==> src/rtl/adder_op_issuer.sv <==
// Operand-pair feeder for a sequential adder: queues pairs in a small FIFO,
// issues one at a time with a start pulse and returns sum/overflow/timeout.
module adder_op_issuer #(
   parameter int WIDTH   = 32,
   parameter int DEPTH   = 4,
   parameter int TIMEOUT = 64
) (
   input  logic                     clk,
   input  logic                     rst,
   input  logic                     in_valid,
   output logic                     in_ready,
   input  logic [WIDTH-1:0]         in_a,
   input  logic [WIDTH-1:0]         in_b,
   output logic                     adder_start,
   output logic [WIDTH-1:0]         adder_a,
   output logic [WIDTH-1:0]         adder_b,
   input  logic                     adder_ready,
   input  logic [WIDTH-1:0]         adder_res,
   input  logic                     adder_overflow,
   output logic                     out_valid,
   input  logic                     out_ready,
   output logic [WIDTH-1:0]         out_res,
   output logic                     out_overflow,
   output logic                     out_timeout,
   output logic [$clog2(DEPTH):0]   fifo_level,
   output logic [1:0]               dbg_state
);

   localparam int AW = $clog2(DEPTH);
   localparam int TW = $clog2(TIMEOUT);
   localparam logic [TW-1:0] TIMER_LAST = TW'(TIMEOUT - 1);
   localparam logic [AW:0]   FULL_LEVEL = (AW + 1)'(DEPTH);

   typedef enum logic [1:0] {
      S_IDLE  = 2'd0,
      S_ISSUE = 2'd1,
      S_WAIT  = 2'd2,
      S_OUT   = 2'd3
   } state_t;

   state_t            r_state;
   state_t            w_state_nxt;
   logic [WIDTH-1:0]  r_mem_a [DEPTH];
   logic [WIDTH-1:0]  r_mem_b [DEPTH];
   logic [AW-1:0]     r_wr_ptr;
   logic [AW-1:0]     r_rd_ptr;
   logic [AW:0]       r_count;
   logic [WIDTH-1:0]  r_op_a;
   logic [WIDTH-1:0]  r_op_b;
   logic [WIDTH-1:0]  r_out_res;
   logic              r_out_ovf;
   logic              r_out_to;
   logic              r_seen_low;
   logic [TW-1:0]     r_timer;
   logic              w_push;
   logic              w_pop;
   logic              w_done;
   logic              w_expire;

   // Both ports are valid/ready: a transfer happens on a rising edge where valid
   // and ready are both high; the source holds its payload while valid && !ready.
   assign in_ready = (r_count != FULL_LEVEL);
   assign w_push   = in_valid & in_ready;
   assign w_pop    = (r_state == S_IDLE) && (r_count != '0);

   always_ff @(posedge clk) begin
      if (w_push) begin
         r_mem_a[r_wr_ptr] <= in_a;
         r_mem_b[r_wr_ptr] <= in_b;
      end
   end

   always_ff @(posedge clk or negedge rst) begin
      if (!rst) begin
         r_wr_ptr <= '0;
         r_rd_ptr <= '0;
         r_count  <= '0;
      end else begin
         if (w_push) r_wr_ptr <= r_wr_ptr + 1'b1;
         if (w_pop)  r_rd_ptr <= r_rd_ptr + 1'b1;
         case ({w_push, w_pop})
            2'b10:   r_count <= r_count + 1'b1;
            2'b01:   r_count <= r_count - 1'b1;
            default: r_count <= r_count;
         endcase
      end
   end

   always_ff @(posedge clk or negedge rst) begin
      if (!rst) r_state <= S_IDLE;
      else      r_state <= w_state_nxt;
   end

   // Completion wins over expiry when both land in the same WAIT cycle.
   always_comb begin
      w_state_nxt = r_state;
      w_done      = 1'b0;
      w_expire    = 1'b0;
      case (r_state)
         S_IDLE:  if (r_count != '0) w_state_nxt = S_ISSUE;
         S_ISSUE: w_state_nxt = S_WAIT;
         S_WAIT: begin
            w_done   = adder_ready & r_seen_low;
            w_expire = ~w_done & (r_timer == TIMER_LAST);
            if (w_done | w_expire) w_state_nxt = S_OUT;
         end
         S_OUT:   if (out_ready) w_state_nxt = S_IDLE;
         default: w_state_nxt = S_IDLE;
      endcase
   end

   always_ff @(posedge clk or negedge rst) begin
      if (!rst) begin
         r_op_a     <= '0;
         r_op_b     <= '0;
         r_timer    <= '0;
         r_seen_low <= 1'b0;
         r_out_res  <= '0;
         r_out_ovf  <= 1'b0;
         r_out_to   <= 1'b0;
      end else begin
         if (w_pop) begin
            r_op_a <= r_mem_a[r_rd_ptr];
            r_op_b <= r_mem_b[r_rd_ptr];
         end
         // A ready level carried over from the last operation only counts after a low.
         if (r_state == S_ISSUE) begin
            r_timer    <= '0;
            r_seen_low <= 1'b0;
         end else if (r_state == S_WAIT) begin
            if (r_timer != TIMER_LAST) r_timer <= r_timer + 1'b1;
            if (!adder_ready) r_seen_low <= 1'b1;
         end
         if (w_done) begin
            r_out_res <= adder_res;
            r_out_ovf <= adder_overflow;
            r_out_to  <= 1'b0;
         end else if (w_expire) begin
            r_out_res <= '0;
            r_out_ovf <= 1'b0;
            r_out_to  <= 1'b1;
         end
      end
   end

   assign adder_start  = (r_state == S_ISSUE);
   assign adder_a      = r_op_a;
   assign adder_b      = r_op_b;
   assign out_valid    = (r_state == S_OUT);
   assign out_res      = r_out_res;
   assign out_overflow = r_out_ovf;
   assign out_timeout  = r_out_to;
   assign fifo_level   = r_count;
   assign dbg_state    = r_state;

endmodule

==> config.mk <==
export PLATFORM = sky130hd
export DESIGN_NAME = adder_op_issuer
export DESIGN_NICKNAME = d
export VERILOG_FILES = /design/src/rtl/adder_op_issuer.sv
export SDC_FILE = /design/constraint.sdc
export NUM_CORES = 1
export LEC_CHECK = 0
export CORE_MARGIN = 2
export CORE_UTILIZATION = 25
export DETAILED_ROUTE_END_ITERATION = 10
export PLACE_DENSITY = 0.49
export SYNTH_ARGS = -nofsm -noshare
export SYNTH_HDL_FRONTEND = slang
export SYNTH_SLANG_ARGS = --single-unit
==> constraint.sdc <==
create_clock -name clk -period 3.2 [get_ports clk]
set_input_delay 0.8 -clock clk [delete_from_list [all_inputs] [get_ports clk]]
set_output_delay 0.8 -clock clk [all_outputs]
set_load 0.02 [all_outputs]
==> metrics.txt <==
status=complete, no violations; DR WL/cell=18.2 µm; minimum clock period after layout=2.98 ns; top post-synthesis cells by area=edfxtp_1, dfrtp_1, mux4_2, nand2_1, o21ai_0; Slew Limit Fails=0; layout cells sized above 1=0.136; initial antenna violation count=4; DIE HEIGHT=240 µm; dominant synthesized flop cell=edfxtp_1; CTS H-tree lvls=2; clock skew=0.0161 ns; Most Crowded Layer GR=met2; Syn Area/Cell=16.4 µm²; Ys Warns=0; first-pass GRT wire length=51000 µm; clock latency on the worst-skew pair=0.56 ns; DP HPWL=20500 µm; Setup crit start kind=register; core area=55200 µm²; Tightest Pin Transition=0.830 ns; IO Count=208; share of the synthesized area in the top cell type=0.551; vias in the first global route=8163; # Post-CTS Setup Buffers=0; pwr/cell area=989 nW/µm²; leakage power=6.74 nW; Yosys top cell by area=edfxtp_1; Syn Nets=964; fin crit share=0.930; post-synthesis sequential area ratio=0.755; input/output buffers=207; M2 GR Usage=0.179; Req. time, crit path=2.40 ns; drt first pass iters=4; Gate Count Post-Synth=851; DIE WIDTH=240 µm; Max VDD drop=0.507 mV; Final GP Congestion=0.708; Net Switching=6.01 mW; total track usage=0.118; RSZ-0062 raised after global routing=no; GR Util met1=0.161; Fmax=336 MHz; Comb pwr share=0.338; number of synthesized flops with an enable pin=256; largest net degree at the start of global routing=66; Max Cap Viol=0; Hold Buf Count CTS=0; Clock Sinks=370; asr flop ratio synth=0.308; Mapped Area=14000 µm²; CTS Root Cell=clkbuf_16; CTS tree=built; internal cell power=12.1 mW; TNS Setup=0 ns; area grow syn2layout=31.3%; Final Total Pwr=18.1 mW; WS Path Type=register to output port; die area=57800 µm²; initial core utilization=0.253; CTS clk-pin slew, worst paths=0.06 ns; post-route ant nets=0; routed vias=7731; switch share=0.332; Slew HR=0.447; total CTS buffers=42; clock power share=0.260; commonest non-fill, non-tap cells in the layout=nand2_1, edfxtp_1, clkdlybuf4s50_1; crit path max fanout=9; min setup slack post-route=0.223 ns; Final Hold Viols=0; worst hold path type=primary input to asynchronous set/reset pin; Final nets=1189; post-CTS resize count=0; std cell rows=86; DP Worst Slack=0.550 ns; CTS max path bufs=3; met3 Use GR=0.0367; CP endpoint kind=output port; final setup violation count=0; Unique masters post-synth=43; Total Wirelength=33900 µm; commonest non-fill, non-tap cell in the layout=nand2_1; critical path arrival=2.18 ns; number of synthesized register bits=370; total congestion overflow=0; number of remaining DRC errors=0; Reg power frac=0.402; Vias/cell=4.16; 1st-iter DRT viols=428; antenna cell count=0
==> final timing paths <==
check	startpoint	to	slack, ns	cells after the start
hold reg to reg	adder_b[12]	adder_b[12]	0.47	2
max in group asynchronous	rst	adder_b[21]	2.27	2
setup reg to reg	dbg_state[1]	fifo_level[2]	0.77	10
min in group clk	adder_b[12]	adder_b[12]	0.47	2
setup / recovery	dbg_state[1]	adder_start	0.22	3
hold / removal	rst	out_res[24]	0.17	1
==> cells in the mapped netlist (all sizes together), types with 2 or more instances <==
cell    instances
a21o            2
a21oi           7
a221oi          2
a41oi           3
and3            9
buf            28
clkbuf         14
dfrtp         114
edfxtp        256
ha             10
inv            14
mux4           64
nand2         260
nand2b          2
nand3           2
nor2            5
o21ai          34
xnor2           4
xor2            2
==> critical path, stage by stage (launching register included) <==
cell and delay (ns):
dfrtp_1 0.41, inv_1 0.13, ha_1 0.38, clkdlybuf4s50_1 0.70
==> layout make-up <==
type,instances,area [µm²]
flip-flops and latches,370,10500
inverters,14,53.8
clock inverters,24,214
fillers,5367,36900
repair buffers,223,2280
clock buffers,53,1120
multi-input cells,425,3170
well taps,748,936
==> power by group through the flow <==
stage,clock network (mW),registers (mW),logic (mW)
after floorplan,0,7.85,3.08
after detailed placement,0,7.40,6.31
final,4.72,7.28,6.13
after global routing,5.09,7.46,6.76
after CTS,4.90,7.32,6.33
after global placement,0,7.37,6.30
==> through the flow <==
step                      utilization  hold WS [ns]  std cells  cell area (µm²)
after detailed placement        0.308         0.463       1780            17000
after global placement          0.308         0.462       1780            17000
after floorplan                     -         0.504        851            14000
after global routing            0.332         0.183       1857            18300
final                           0.332         0.174       1857            18300
after CTS                       0.332         0.172       1857            18300
==> cells by family (layout without fill, tap and decap cells) <==
family / after synthesis / count (layout) / share of synthesized area
and+or+nand+nor: 285 / 285 / 0.0816
DFF: 370 / 370 / 0.755
AOI/OAI and AO/OA: 57 / 57 / 0.0247
buffers and inverters: 56 / 314 / 0.0196
xor gates and xnor gates: 6 / 6 / 0.00376
muxes: 66 / 66 / 0.105
adders and majority gates: 11 / 11 / 0.0104
==> flip-flops by register name (all words and copies together) (netlist names) <==
register      count
r_mem_a         128
out_timeout       1
adder_a          32
r_rd_ptr          2
adder_b          32
out_overflow      1
r_mem_b         128
out_res          32
fifo_level        3
r_timer           6
dbg_state         2
r_seen_low        1
r_wr_ptr          2
==> routing by layer <==
layer | part of all wire | wire length [µm]
met5 | 0.0013 | 43
met4 | 0.024 | 796
met3 | 0.082 | 2760
met2 | 0.44 | 14900
met1 | 0.45 | 15400
No activity file was read; power rests on OpenSTA's default activity.
==> RTL change 1: new RTL, config.mk and constraints unchanged <==
Reset style: synchronous (`rst`), changed in 3 clocked blocks.
--- a/src/rtl/adder_op_issuer.sv
+++ b/src/rtl/adder_op_issuer.sv
@@ -70,7 +70,7 @@
       end
    end
 
-   always_ff @(posedge clk or negedge rst) begin
+   always_ff @(posedge clk) begin
       if (!rst) begin
          r_wr_ptr <= '0;
          r_rd_ptr <= '0;
@@ -86,7 +86,7 @@
       end
    end
 
-   always_ff @(posedge clk or negedge rst) begin
+   always_ff @(posedge clk) begin
       if (!rst) r_state <= S_IDLE;
       else      r_state <= w_state_nxt;
    end
@@ -109,7 +109,7 @@
       endcase
    end
 
-   always_ff @(posedge clk or negedge rst) begin
+   always_ff @(posedge clk) begin
       if (!rst) begin
          r_op_a     <= '0;
          r_op_b     <= '0;
Function: differs if rst is asserted again (counterexample within 4 cycles, from zero or initial values and one cycle with rst low); with rst held inactive, the same outputs for 10 cycles.
==> RTL change 1 against the original RTL <==
- cell count up 0.59%
- setup slack better by 0.19 ns
- sequential cell count did not move
- area after synthesis shrank 0.76%
- design area fell by 0.54%
- power fell by 14%
- routed wire length shrank 0.53%
- fmax is 6.8% higher
- critical path type unchanged
- critical endpoint is now in_ready
- largest power group unchanged
- highest routed layer is now met4
==> RTL change 1: results (changes against the original RTL) <==
| Metric | Value |
|---|---|
| Outcome | finished, final reports clean |
| Layout fillers | 5311 (-1.0%) |
| Hold path startpoint | adder_a[15] |
| Slew headroom | 41.82% (-2.9 points) |
| Vias in the first global route | 8157 (-0.074%) |
| First-pass GRT wire length | 50.66 mm (-0.76%) |
| CP max FO | 6 (-3) |
| Main area contributors after synthesis | edfxtp_1 55%, dfxtp_1 16%, mux4_2 10% |
| Post CTS Setup Buffer Count | 0 (unchanged) |
| CTS Buf Count | 42 (unchanged) |
| Reg area | 9977 um2 (-5.4%) |
| Synth unique cells | 42 (-2.3%) |
| Placed cell areas | 16820 um2 (-0.98%) |
| Max incr delay on CP | 0.61 ns (-0.09 ns) |
| Setup Skew | 0.02141 ns (+0.005356 ns) |
| CP Class | register to output pin |
| CTS max path bufs | 3 (unchanged) |
| Leak Pwr | 0.005830 uW (-13%) |
| Pre-antenna DRT Iters | 4 (unchanged) |
| Reg2Reg Depth | 9 (-1) |
| Clk root buf | clkbuf_16 |
| Pre-CTS setup slack | 0.3097 ns (-0.2404 ns) |
| FFs w/ async S/R, synth | 0% (-31 points) |
| Worst path arrival time | 1.99 ns (-0.19 ns) |
| Net Count, Synth | 978 (+1.5%) |
| Final Cycle Share | 87.13% (-5.9 points) |
| Clk slew on worst S/H paths | 0.06 ns (about the same) |
| Synth Flop Type | edfxtp_1 |
| Hold path endpoint | adder_a[15] |
| Tot GR Track Use | 11.89% (+0.074 points) |
| Final Net Count | 1199 (+0.84%) |
| R2R setup slack | 0.78 ns |
| Peak VDD IR | 551.4 uV (+8.7%) |
| Worst-skew pair later-pin latency | 0.56 ns (about the same) |
| Share of post-route cells with drive strength above 1 | 14.21% (+0.59 points) |
| Hold crit path type | register to register |
| Initial antenna violation count | 0 (-4) |
| Final HPWL from detailed placement | 20.78 mm (+1.5%) |
| Yosys warns | 0 (unchanged) |
| WHS Path Cells | 2 |
| Gpl congestion | 0.7040 (-0.52%) |
| Routed via count | 7836 (+1.4%) |
| CP Capture Point | in_ready |
| Post-CTS Resized | 0 (unchanged) |
| Wirelength per Cell | 18.03 um (-1.1%) |
| Post-synthesis sequential area ratio | 71.95% (-3.5 points) |
| Synth top cells by count | 256 x edfxtp_1, 173 x nand2_1, 114 x dfxtp_1 |
| Pin count of the biggest net entering global routing | 65 (-1.5%) |
| RR Endpoint | fifo_level[2] |
| Largest regs | r_mem_a: 128 flops, r_mem_b: 128 flops |
| Worst path slowest cell | clkdlybuf4s50_1 |
| Reg2reg start | fifo_level[2] |
| Post-synth EDFFs | 256 (unchanged) |
| Number of DRC markers in iteration 0 | 479 (+12%) |
| H-tree Lvls | 2 (unchanged) |
==> RTL change 1: cells by family after synthesis <==
group / share of synthesized area, %
simple gates: 7.278
buf+inv: 2.655
fa+ha+maj: 1.047
mux: 10.62
compound gates: 6.014
flops: 71.95
xor+xnor: 0.4424
==> RTL change 1: report_power, final <==
| part | internal (uW) | switching (uW) |
|---|---|---|
| registers | 5960 | 416 |
| clock network | 3030 | 1860 |
| logic | 1830 | 2470 |
| total | 10800 | 4750 |
==> RTL change 1: critical path: cells and delay by family (launching register included) <==
| kind | cells | cell delay [ns] |
|---|---|---|
| flip-flops | 1 | 0.39 |
| buffers and inverters | 1 | 0.61 |
| AND/OR/NAND/NOR | 1 | 0.44 |
==> RTL change 1: metrics by stage <==
step                      hold slack [ns]  power [uW]  cells
after floorplan                    0.4579        9075    865
after global placement             0.4427       10930   1790
after detailed placement           0.4481       10940   1790
after CTS                          0.4564       15940   1867
after global routing               0.4726       16480   1867
final                              0.4514       15580   1868
==> RTL change 1: layer usage <==
metal  GRT usage, %  routed length [um]
met1          16.21               15660
met2          18.58               15240
met3          2.754                2024
met4          4.091                 769
met5              0                   0
==> RTL change 1: cell type report <==
| cell class | instances | share of cell area, % |
|---|---|---|
| Tap cell | 748 | 5.134 |
| Multi-Input combinational cell | 432 | 19.42 |
| Clock buffer | 63 | 6.479 |
| Timing Repair Buffer | 228 | 12.77 |
| Antenna cell | 1 | 0.01373 |
| Sequential cell | 370 | 54.73 |
| Clock inverter | 14 | 1.215 |
| Inverter | 12 | 0.2471 |
==> RTL change 2: new RTL, same settings <==
Made on the original files. The parameter `TIMEOUT` goes from 64 to 128.
--- a/src/rtl/adder_op_issuer.sv
+++ b/src/rtl/adder_op_issuer.sv
@@ -3,7 +3,7 @@
 module adder_op_issuer #(
    parameter int WIDTH   = 32,
    parameter int DEPTH   = 4,
-   parameter int TIMEOUT = 64
+   parameter int TIMEOUT = 128
 ) (
    input  logic                     clk,
    input  logic                     rst,
Function: no difference found for any inputs over 4 cycles, from zero or initial values and one cycle with rst low; that may be too few to reach the edited logic, so the function may still have changed.
==> RTL change 2 against the original RTL <==
- area after synthesis increased by 0.47%
- largest power group unchanged
- design area increased by 0.61%
- setup slack improved by 0.10 ns
- power about the same
- via count increased by 1.1%
- utilization increased by 0.14 points
- fmax increased by 3.6%
- routed wire length increased by 0.76%
- sequential cell count increased by 1
==> RTL change 2: results (changes against the original RTL) <==
| Metric | Value |
|---|---|
| FFs w/ async S/R, synth | 31.00% (+0.19 points) |
| Met2 Use GR | 19.19% (+1.3 points) |
| Vias per cell | 4.190 (+0.64%) |
| Final Cycle Share | 89.81% (-3.2 points) |
| Leak Pwr | 0.006787 uW (+0.76%) |
| Reg2Reg Depth | 9 (-1) |
| Outcome | finished, final reports clean |
| Pre-antenna DRT Iters | 6 (+2) |
| Number of DRC markers in iteration 0 | 451 (+5.4%) |
| R2R setup slack | 0.95 ns (+0.18 ns) |
| Layout fillers | 5401 (+0.63%) |
| Slew headroom | 38.47% (-6.2 points) |
| Max incr delay on CP | 0.67 ns (-0.03 ns) |
| First-pass GRT wire length | 51.61 mm (+1.1%) |
| Pin count of the biggest net entering global routing | 73 (+11%) |
| Tot GR Track Use | 11.90% (+0.089 points) |
| Setup Skew | 0.01912 ns (+0.003061 ns) |
| Reg2reg start | fifo_level[0] |
| Final HPWL from detailed placement | 20.44 mm (-0.20%) |
| Placed cell areas | 17110 um2 (+0.68%) |
| Detailed Route WL | 34.12 mm (+0.76%) |
| CP max FO | 6 (-3) |
| Synth top cells by count | 261 x nand2_1, 256 x edfxtp_1, 115 x dfrtp_1 |
| Routed wl met3 | 2.109 mm (-24%) |
| Hold WS | 0.3242 ns (+0.1503 ns) |
| Final Non-Filler Cells | 1866 (+0.48%) |
| Final Net Count | 1198 (+0.76%) |
| Peak VDD IR | 430.5 uV (-15%) |
| Initial antenna violation count | 5 (+1) |
| Mapped Cells | 858 (+0.82%) |
| Vias in the first global route | 8407 (+3.0%) |
| Met2 WL | 15.69 mm (+5.6%) |
| Gpl congestion | 0.6923 (-2.2%) |
| Pre-CTS setup slack | 0.5605 ns (+0.01038 ns) |
| Met3 Use GR | 3.237% (-0.44 points) |
-- RTL change 2: changes by cell type after synthesis, moves of 3 or more --
cell	delta
nand3_1	+3
o21ai_0	-30
a41oi_1	-3
and3_2	-4
o21ai_1	+29
-- RTL change 2: power by group through the flow --
stage	clock (uW)	combinational [uW]	sequential, uW
6_report	4640	6130	7370
3_3_place_gp	0	6290	7450
4_1_cts	4850	6330	7420
5_1_grt	5020	6780	7550
2_1_floorplan	0	3120	7880
3_5_place_dp	0	6300	7510
-- RTL change 2: cell families after synthesis --
kind of cell	synth area share, %
buf+inv	2.007
flops	75.31
mux	10.45
compound gates	2.515
xor+xnor	0.3746
fa+ha+maj	1.035
simple gates	8.304
-- RTL change 2: layout make-up --
class	instances	area (um2)	area share, %
clock buffers	67	1226	6.649
clock inverters	9	105.1	0.5700
multi-input cells	430	3211	17.41
inverters	16	61.31	0.3325
diodes	1	2.502	0.01357
well taps	748	935.9	5.075
flip-flops and latches	371	10570	57.33
repair buffers	224	2326	12.61
